## config.mk

```make
export PLATFORM = sky130hd
export DESIGN_NAME = cp0_int_flat
export DESIGN_NICKNAME = d
export VERILOG_FILES = /design/src/rtl/cp0_int_if.sv /design/src/rtl/cp0_int.sv /design/src/flat_wrapper.sv
export SDC_FILE = /design/constraint.sdc
export NUM_CORES = 1
export LEC_CHECK = 0
export CORE_ASPECT_RATIO = 0.7
export CORE_MARGIN = 2
export CORE_UTILIZATION = 38
export CTS_CLUSTER_SIZE = 24
export DETAILED_ROUTE_END_ITERATION = 16
export PLACE_DENSITY = 0.88
export REMOVE_ABC_BUFFERS = 1
export SETUP_SLACK_MARGIN = 0.5
export SLEW_MARGIN = 5
export SYNTH_ARGS = -nofsm -noshare
export SYNTH_HDL_FRONTEND = slang
export SYNTH_SLANG_ARGS = --single-unit
```

## constraint.sdc

```tcl
create_clock -name clk -period 1.5 [get_ports clk]
set_input_delay 0.3 -clock clk [delete_from_list [all_inputs] [get_ports clk]]
set_output_delay 0.3 -clock clk [all_outputs]
set_load 0.02 [all_outputs]
```

## src/rtl/cp0_int_if.sv

```systemverilog
// CPU-side bus between the pipeline and the CP0 interrupt block.
// The CPU drives writes, event strobes and device IRQs; CP0 returns read data and control.
interface cp0_int_if;
    logic        we;
    logic [4:0]  addr;
    logic [31:0] din;
    logic [31:0] pc;
    logic [5:0]  hw_int;
    logic        exl_set;
    logic        exl_clr;
    logic [31:0] dout;
    logic [31:0] epc_out;
    logic        int_req;

    modport master (
        output we, addr, din, pc, hw_int, exl_set, exl_clr,
        input  dout, epc_out, int_req
    );

    modport slave (
        input  we, addr, din, pc, hw_int, exl_set, exl_clr,
        output dout, epc_out, int_req
    );
endinterface

```

## src/rtl/cp0_int.sv

```systemverilog
// Coprocessor-0 interrupt controller: SR/Cause/EPC/PRId registers, IRQ masking,
// interrupt entry (EPC capture, EXL set) and eret.
module cp0_int #(
    parameter logic [31:0] PRID    = 32'h0000_4D49,
    parameter int unsigned NUM_INT = 6
) (
    input logic       clk,
    input logic       rst,
    cp0_int_if.slave  bus
);
    localparam logic [4:0] AddrSr    = 5'd12;
    localparam logic [4:0] AddrCause = 5'd13;
    localparam logic [4:0] AddrEpc   = 5'd14;
    localparam logic [4:0] AddrPrid  = 5'd15;

    logic [NUM_INT-1:0] im_q, im_d;
    logic [NUM_INT-1:0] ip_q;
    logic               exl_q, exl_d;
    logic               ie_q, ie_d;
    logic [31:2]        epc_q, epc_d;

    logic [31:0] sr_val, cause_val, epc_val;

    // Priority: exl_set over exl_clr over mtc0, applied by ordering the overrides.
    always_comb begin
        im_d  = im_q;
        ie_d  = ie_q;
        exl_d = exl_q;
        epc_d = epc_q;
        if (bus.we && bus.addr == AddrSr) begin
            im_d  = bus.din[15:10];
            exl_d = bus.din[1];
            ie_d  = bus.din[0];
        end
        if (bus.we && bus.addr == AddrEpc) begin
            epc_d = bus.din[31:2];
        end
        if (bus.exl_clr) begin
            exl_d = 1'b0;
        end
        if (bus.exl_set) begin
            exl_d = 1'b1;
            epc_d = bus.pc[31:2];
        end
    end

    always_ff @(posedge clk or posedge rst) begin
        if (rst) begin
            im_q  <= '0;
            ip_q  <= '0;
            exl_q <= 1'b0;
            ie_q  <= 1'b0;
            epc_q <= '0;
        end else begin
            im_q  <= im_d;
            ip_q  <= bus.hw_int;
            exl_q <= exl_d;
            ie_q  <= ie_d;
            epc_q <= epc_d;
        end
    end

    // ExcCode is only ever written with zero, so it reads as constant zero.
    assign sr_val    = {16'h0, im_q, 8'h0, exl_q, ie_q};
    assign cause_val = {16'h0, ip_q, 10'h0};
    assign epc_val   = {epc_q, 2'b00};

    always_comb begin
        case (bus.addr)
            AddrSr:    bus.dout = sr_val;
            AddrCause: bus.dout = cause_val;
            AddrEpc:   bus.dout = epc_val;
            AddrPrid:  bus.dout = PRID;
            default:   bus.dout = 32'h0;
        endcase
    end

    assign bus.epc_out = epc_val;
    // Uses live hw_int so a device IRQ reaches the CPU with no register delay.
    assign bus.int_req = (|(bus.hw_int & im_q)) & ie_q & ~exl_q;
endmodule

```

## src/flat_wrapper.sv

```systemverilog
// flat-port wrapper written by rule: the top's interface ports become plain ports
module cp0_int_flat 
#(
    parameter logic [31:0] PRID    = 32'h0000_4D49,
    parameter int unsigned NUM_INT = 6
)
  (clk, rst, bus_we, bus_addr, bus_din, bus_pc, bus_hw_int, bus_exl_set, bus_exl_clr, bus_dout, bus_epc_out, bus_int_req);
  cp0_int_if bus_i ();
  input logic clk;
  input logic rst;
  input wire logic [$bits(bus_i.we)-1:0] bus_we;
  input wire logic [$bits(bus_i.addr)-1:0] bus_addr;
  input wire logic [$bits(bus_i.din)-1:0] bus_din;
  input wire logic [$bits(bus_i.pc)-1:0] bus_pc;
  input wire logic [$bits(bus_i.hw_int)-1:0] bus_hw_int;
  input wire logic [$bits(bus_i.exl_set)-1:0] bus_exl_set;
  input wire logic [$bits(bus_i.exl_clr)-1:0] bus_exl_clr;
  output wire logic [$bits(bus_i.dout)-1:0] bus_dout;
  output wire logic [$bits(bus_i.epc_out)-1:0] bus_epc_out;
  output wire logic [$bits(bus_i.int_req)-1:0] bus_int_req;
  assign bus_i.we = bus_we;
  assign bus_i.addr = bus_addr;
  assign bus_i.din = bus_din;
  assign bus_i.pc = bus_pc;
  assign bus_i.hw_int = bus_hw_int;
  assign bus_i.exl_set = bus_exl_set;
  assign bus_i.exl_clr = bus_exl_clr;
  assign bus_dout = bus_i.dout;
  assign bus_epc_out = bus_i.epc_out;
  assign bus_int_req = bus_i.int_req;
  cp0_int #(.PRID(PRID), .NUM_INT(NUM_INT)) u_core (.clk(clk), .rst(rst), .bus(bus_i));
endmodule
```

==> run summary, run 1 <==
status = finished, violations left
violated checks = negative setup slack
slowest stage delay, CP = 0.44 ns
CTS Buf Count = 5
Hold Fails Final Rpt = 0
first-pass GRT wire length = 15500 um
worst-path maximum fanout = 3
Rel. slew slack = 63.3%
Main synth FF type = dfrtp_1
CP Class = reg2out
EDFF count, synth = 0
Avg Cell Area, Syn = 9.28 um2
CTS tree = yes
Starting Density = 39.8%
drt drc = 0
CP Launch Point = u_core.im_q[1]$_DFFE_PP0P_
clock latency on the worst-skew pair = 0.31 ns
multi-input gate area in the final layout = 1890 um2
share of cells above drive strength 1 = 48.7%
nets@finish = 537
Final period util = 115%
HPWL Detailed = 6110 um
element type at the critical path end = output pin
Syn Std Cell Area = 2520 um2
fmax = 582 MHz
setup repair after global routing missed its margin = true
Final min period = 1.72 ns
Hold Path Origin = bus_hw_int[0]
crit path cell chain = mux2_4, o22ai_2, nor2_1, buf_2
total of fill cells in the finished design = 302
Final Wtd Congestion = 0.799
clock-pin transition on the worst setup and hold timing paths = 0.09 ns
R2R Path End = u_core.exl_q$_DFFE_PP0P_
type of the worst min-delay path = in2reg
Power Density = 658 nW/um2
ANT cells = 0
Leak Pwr = 2.40 nW
initial antenna violation count = 0
CP arrival = 1.42 ns
CTS root buf = clkbuf_8
r2r setup slk = 0.41 ns
final setup vio count = 67
largest area contributor in the netlist = dfrtp_1
FF+latch area = 1100 um2
Synth top area share = 43.6%
yosys warns = 0
Iter 0 DRT Violations = 103
most frequent cell after synthesis = dfrtp_1
CP max-delay cell = dfrtp_1
Hold EP = u_core.ip_q[0]$_DFF_PP0_
Post-Place Cell Area = 4170 um2
max cap viols = 0
Final ANT Viol Nets = 0
Die X = 101 um
DR vias/cell = 5.50
Final Routed Wirelength = 11600 um
via count = 3017
grt ovf = 0
drt first pass iters = 4
Post-synth ARST share = 100%
IO Pins = 145
H-tree level count = 2
hold_ws = 0.257 ns
synth cell count leaders = dfrtp_1, nand2_1, inv_1, nand4b_1, o311ai_1
fin worst setup slack = -0.219 ns
worst reg2reg path startpoint = u_core.exl_q$_DFFE_PP0P_
register area share after synthesis = 43.6%
Req. time, crit path = 1.20 ns
Least-Margin Pin Slew = 0.550 ns
hold path depth = 1
worst vdd ir = 0.000438 V
synth unique cells = 30
Synth area leaders = dfrtp_1, nand4b_1, o311ai_1
area growth from synthesis to layout = 119%
crit path launch type = flop
FP Rows = 24
max-slew violation count = 0
clock sink count = 44
pin count of the biggest net entering global routing = 92
Total GRT Usage = 27.5%
Die Height = 72.2 um
wire per inst = 21.1 um
Die Footprint = 7320 um2
Post-Synthesis Cells = 272
vias in the first global route = 3068
clock skew = 0 ns
post-route cell area = 5530 um2
register bit total from synthesis = 44
worst r2r path cells = 4
maximum clock insertion buffer count = 2
port bufs = 140
Final Util = 87.3%
Core ar. = 6340 um2
-- worst max-delay path by stage --
stage,to,slack [ns],depth (start not counted)
2_1_floorplan,u_core.epc_q[10]$_DFFE_PP0P_,-3.50,3
3_3_place_gp,bus_dout[24],-0.97,5
3_5_place_dp,bus_dout[31],-1.02,5
4_1_cts,bus_dout[11],-0.16,4
5_1_grt,bus_dout[11],-0.26,4
6_report,bus_dout[11],-0.22,4
-- flip-flops by register name (all words and copies together) (netlist names) --
name	count
u_core.epc_q	30
u_core.ip_q	6
u_core.ie_q	1
u_core.exl_q	1
u_core.im_q	6
-- critical path, delay by kind of cell, from the launching register on --
kind / cells / cell delay [ns]
mux: 1 / 0.31
simple gates: 1 / 0.06
compound gates: 1 / 0.15
flops: 1 / 0.44
buf+inv: 1 / 0.16
-- cell families (layout without fill, tap and decap cells) --
kind of cell	Yosys count	count (layout)	share of synthesized area, %
AND/OR/NAND/NOR	110	110	26.6
buffers and inverters	61	246	10.2
flip-flops	44	44	43.6
AO/OA/AOI/OAI	43	43	13.8
multiplexers	13	13	5.65
other	1	2	0.149
-- cell type report --
cell class | instances | area share, %
Sequential cell | 44 | 19.9
Multi-Input combinational cell | 168 | 34.2
Timing Repair Buffer | 206 | 40.0
Tap cell | 91 | 2.06
Inverter | 32 | 2.17
Clock buffer | 6 | 1.49
Clock inverter | 2 | 0.181
-- metrics by stage --
stage | TNS (ns) | instances | power [mW] | setup WS, ns
floorplan | -197.44 | 244 | 1.77 | -3.50
global placement | -55.55 | 506 | 2.35 | -0.965
detailed placement | -57.50 | 506 | 2.37 | -1.02
CTS | -6.37 | 537 | 3.40 | -0.160
global route | -13.00 | 549 | 3.77 | -0.256
finish | -9.67 | 549 | 3.64 | -0.219
-- where the power goes --
group          leakage (nW)  total (mW)  internal, mW  switching [mW]
logic                  1.81        1.40         0.799           0.603
registers             0.534        1.43          1.31           0.126
clock network        0.0510       0.805         0.369           0.437
total                  2.40        3.64          2.48            1.17
-- per-layer routing --
layer | track usage (%) | wire length (um) | vias to the layer above
met5 | 0 | 0 | -
met4 | 7.96 | 226 | 0
met1 | 36.0 | 4810 | 1499
li1 | - | - | 1351
met3 | 5.78 | 831 | 21
met2 | 46.4 | 5730 | 146
-- cell usage in the layout (no fill, tap or decap), types with 2 or more instances in the layout --
master / count
clkdlybuf4s50_1: 65
a21oi_4: 3
buf_16: 4
o22ai_2: 3
mux2i_1: 3
nand4b_1: 31
a21oi_2: 2
buf_8: 3
and3_1: 4
dlygate4sd2_1: 6
inv_1: 30
or2_4: 3
nand2b_1: 2
nand2_1: 34
buf_12: 9
mux2_4: 9
clkbuf_8: 6
nor2b_1: 2
nor2_1: 9
a22oi_2: 3
inv_2: 2
buf_2: 3
buf_4: 43
o311ai_2: 6
conb_1: 2
and3_4: 17
clkinv_2: 2
o311ai_4: 24
dfrtp_1: 44
buf_6: 72
-- repair_timing --
item                       in CTS  in global routing
buffers inserted               17                 11
pin swaps                      13                 19
resized for setup             476                 72
gates cloned                    6                  1
setup endpoints to repair     101                101
hold buffers                    0                  0
(Power assumes the default switching activity.)
==> run 2, diff against run 1 <==
Settings changed: CTS_CLUSTER_DIAMETER set to 80.
==> results of run 2 <==
Final layout, timing and power as in run 1 (identical DEF).
==> run 3, diff against run 2 <==
Settings changed: PLACE_DENSITY 0.88 to 0.87, TNS_END_PERCENT set to 10.
==> run summary, run 3 (synthesis gave the netlist of run 1 again) <==
top flop regs = u_core.epc_q (30), u_core.im_q (6), u_core.ip_q (6)
via count = 2811
clock sink count = 44
Most flops, register = u_core.epc_q
Power Density = 730 nW/um2
Leak Pwr = 2.19 nW
ANT cells = 0
slowest stage delay, CP = 0.33 ns
Final Routed Wirelength = 9550 um
grt ovf = 0
maximum clock insertion buffer count = 2
clock skew = 0 ns
status = finished, violations left
CTS Buf Count = 5
fin worst setup slack = -0.300 ns
area growth from synthesis to layout = 88.0%
family with the most delay on the worst path = buffers and inverters
most common cell after layout, fill and taps aside = clkdlybuf4s50_1
Post-Place Cell Area = 4210 um2
Hold Fails Final Rpt = 0
FP Rows = 24
drt drc = 0
nets@finish = 517
Die X = 101 um
element type at the critical path end = output pin
vias in the first global route = 2841
crit-path most repeated cell = buf_12
CTS root buf = clkbuf_8
violated checks = negative setup slack
Total GRT Usage = 25.2%
worst r2r path cells = 3
CTS tree = yes
R2R Path End = u_core.exl_q$_DFFE_PP0P_
wire per inst = 18.1 um
hold path depth = 1
hold_ws = 0.149 ns
Die Height = 72.2 um
CP Class = in2out
total power = 3.46 mW
Final period util = 120%
crit path cell chain = buf_8, nor4bb_4, buf_6, buf_12, buf_12, buf_12, and3_4, buf_6
share of cells above drive strength 1 = 36.1%
Fin Setup TNS = -7.11 ns
worst-path maximum fanout = 5
CP Depth = 8
initial antenna violation count = 0
drt first pass iters = 4
CP bufs+invs = 6
total of fill cells in the finished design = 438
max reg flops = 30
Die Footprint = 7320 um2
CP arrival = 1.50 ns
HPWL Detailed = 6180 um
CP max-delay cell = nor4bb_4
final setup vio count = 67
worst vdd ir = 0.000403 V
commonest cells after routing, fill and taps aside = clkdlybuf4s50_1, buf_6, buf_4, dfrtp_1, nand2_1
Hold EP = u_core.ip_q[3]$_DFF_PP0_
setup repair after global routing missed its margin = true
r2r setup slk = 0.57 ns
Final ANT Viol Nets = 0
first-pass GRT wire length = 14200 um
worst reg2reg path startpoint = u_core.exl_q$_DFFE_PP0P_
port bufs = 140
max-slew violation count = 0
type of the worst min-delay path = in2reg
Req. time, crit path = 1.20 ns
Final min period = 1.80 ns
Core ar. = 6340 um2
Iter 0 DRT Violations = 130
Starting Density = 39.8%
post-route cell area = 4740 um2
clock-pin transition on the worst setup and hold timing paths = 0.09 ns
crit path launch type = primary input
pin count of the biggest net entering global routing = 92
Hold Path Origin = bus_hw_int[3]
max cap viols = 0
IO Pins = 145
H-tree level count = 2
clock latency on the worst-skew pair = 0.29 ns
fmax = 556 MHz
DR vias/cell = 5.31
Final Wtd Congestion = 0.806
-- run 3: cell count changes in the layout (fill, tap and decap cells not counted), sizes merged --
cell | before | now
dlymetal6s2s | 0 | 3
buf | 134 | 112
clkinv | 2 | 0
bufbuf | 0 | 1
clkdlybuf4s50 | 65 | 68
bufinv | 0 | 1
dlygate4sd2 | 6 | 2
-- run 3: area by class of cell --
class	instances	area [um2]	share of cell area [%]
multi-input combinational	168	1330	28.0
tap	91	114	2.40
clock buffer	7	96.3	2.03
sequential	44	1100	23.2
clock inverter	1	30.0	0.633
timing repair buffer	186	1950	41.2
inverter	32	120	2.53
-- run 3: stage by stage --
| step | setup slack [ns] | utilization [%] | instances |
|---|---|---|---|
| 2_1_floorplan | -3.50 | - | 244 |
| 3_3_place_gp | -0.932 | 66.4 | 507 |
| 3_5_place_dp | -0.985 | 66.4 | 507 |
| 4_1_cts | -0.255 | 72.4 | 528 |
| 5_1_grt | -0.313 | 74.9 | 529 |
| 6_report | -0.300 | 74.9 | 529 |
-- run 3: per-layer routing --
metal / track usage, % / up-vias / share of wire [%]
met4: 7.21 / 0 / 1.3
met5: 0 / - / 0
met3: 5.11 / 11 / 7.6
met2: 41.8 / 128 / 49
met1: 33.7 / 1360 / 42
li1: - / 1312 / -
-- run 3: how the worst max path moves through the flow --
stage                      from  slack, ns                      endpoint
global route        bus_addr[0]      -0.31                  bus_dout[24]
finish              bus_addr[0]      -0.30                  bus_dout[24]
global placement    bus_addr[4]      -0.93                   bus_dout[7]
floorplan           bus_addr[0]      -3.50  u_core.epc_q[10]$_DFFE_PP0P_
CTS                 bus_addr[4]      -0.25                  bus_dout[24]
detailed placement  bus_addr[2]      -0.99                  bus_dout[24]
-- run 3: report_power, final --
group / switching (mW) / internal [mW]
sequential: 0.103 / 1.31
clock: 0.393 / 0.588
combinational: 0.464 / 0.607
total: 0.960 / 2.50
-- run 3: what timing repair did --
action,CTS,global route
gates cloned,4,0
pin swaps,6,9
resized for setup,389,34
buffers inserted,9,1
hold buffers,0,0
endpoints found under the setup margin,101,101
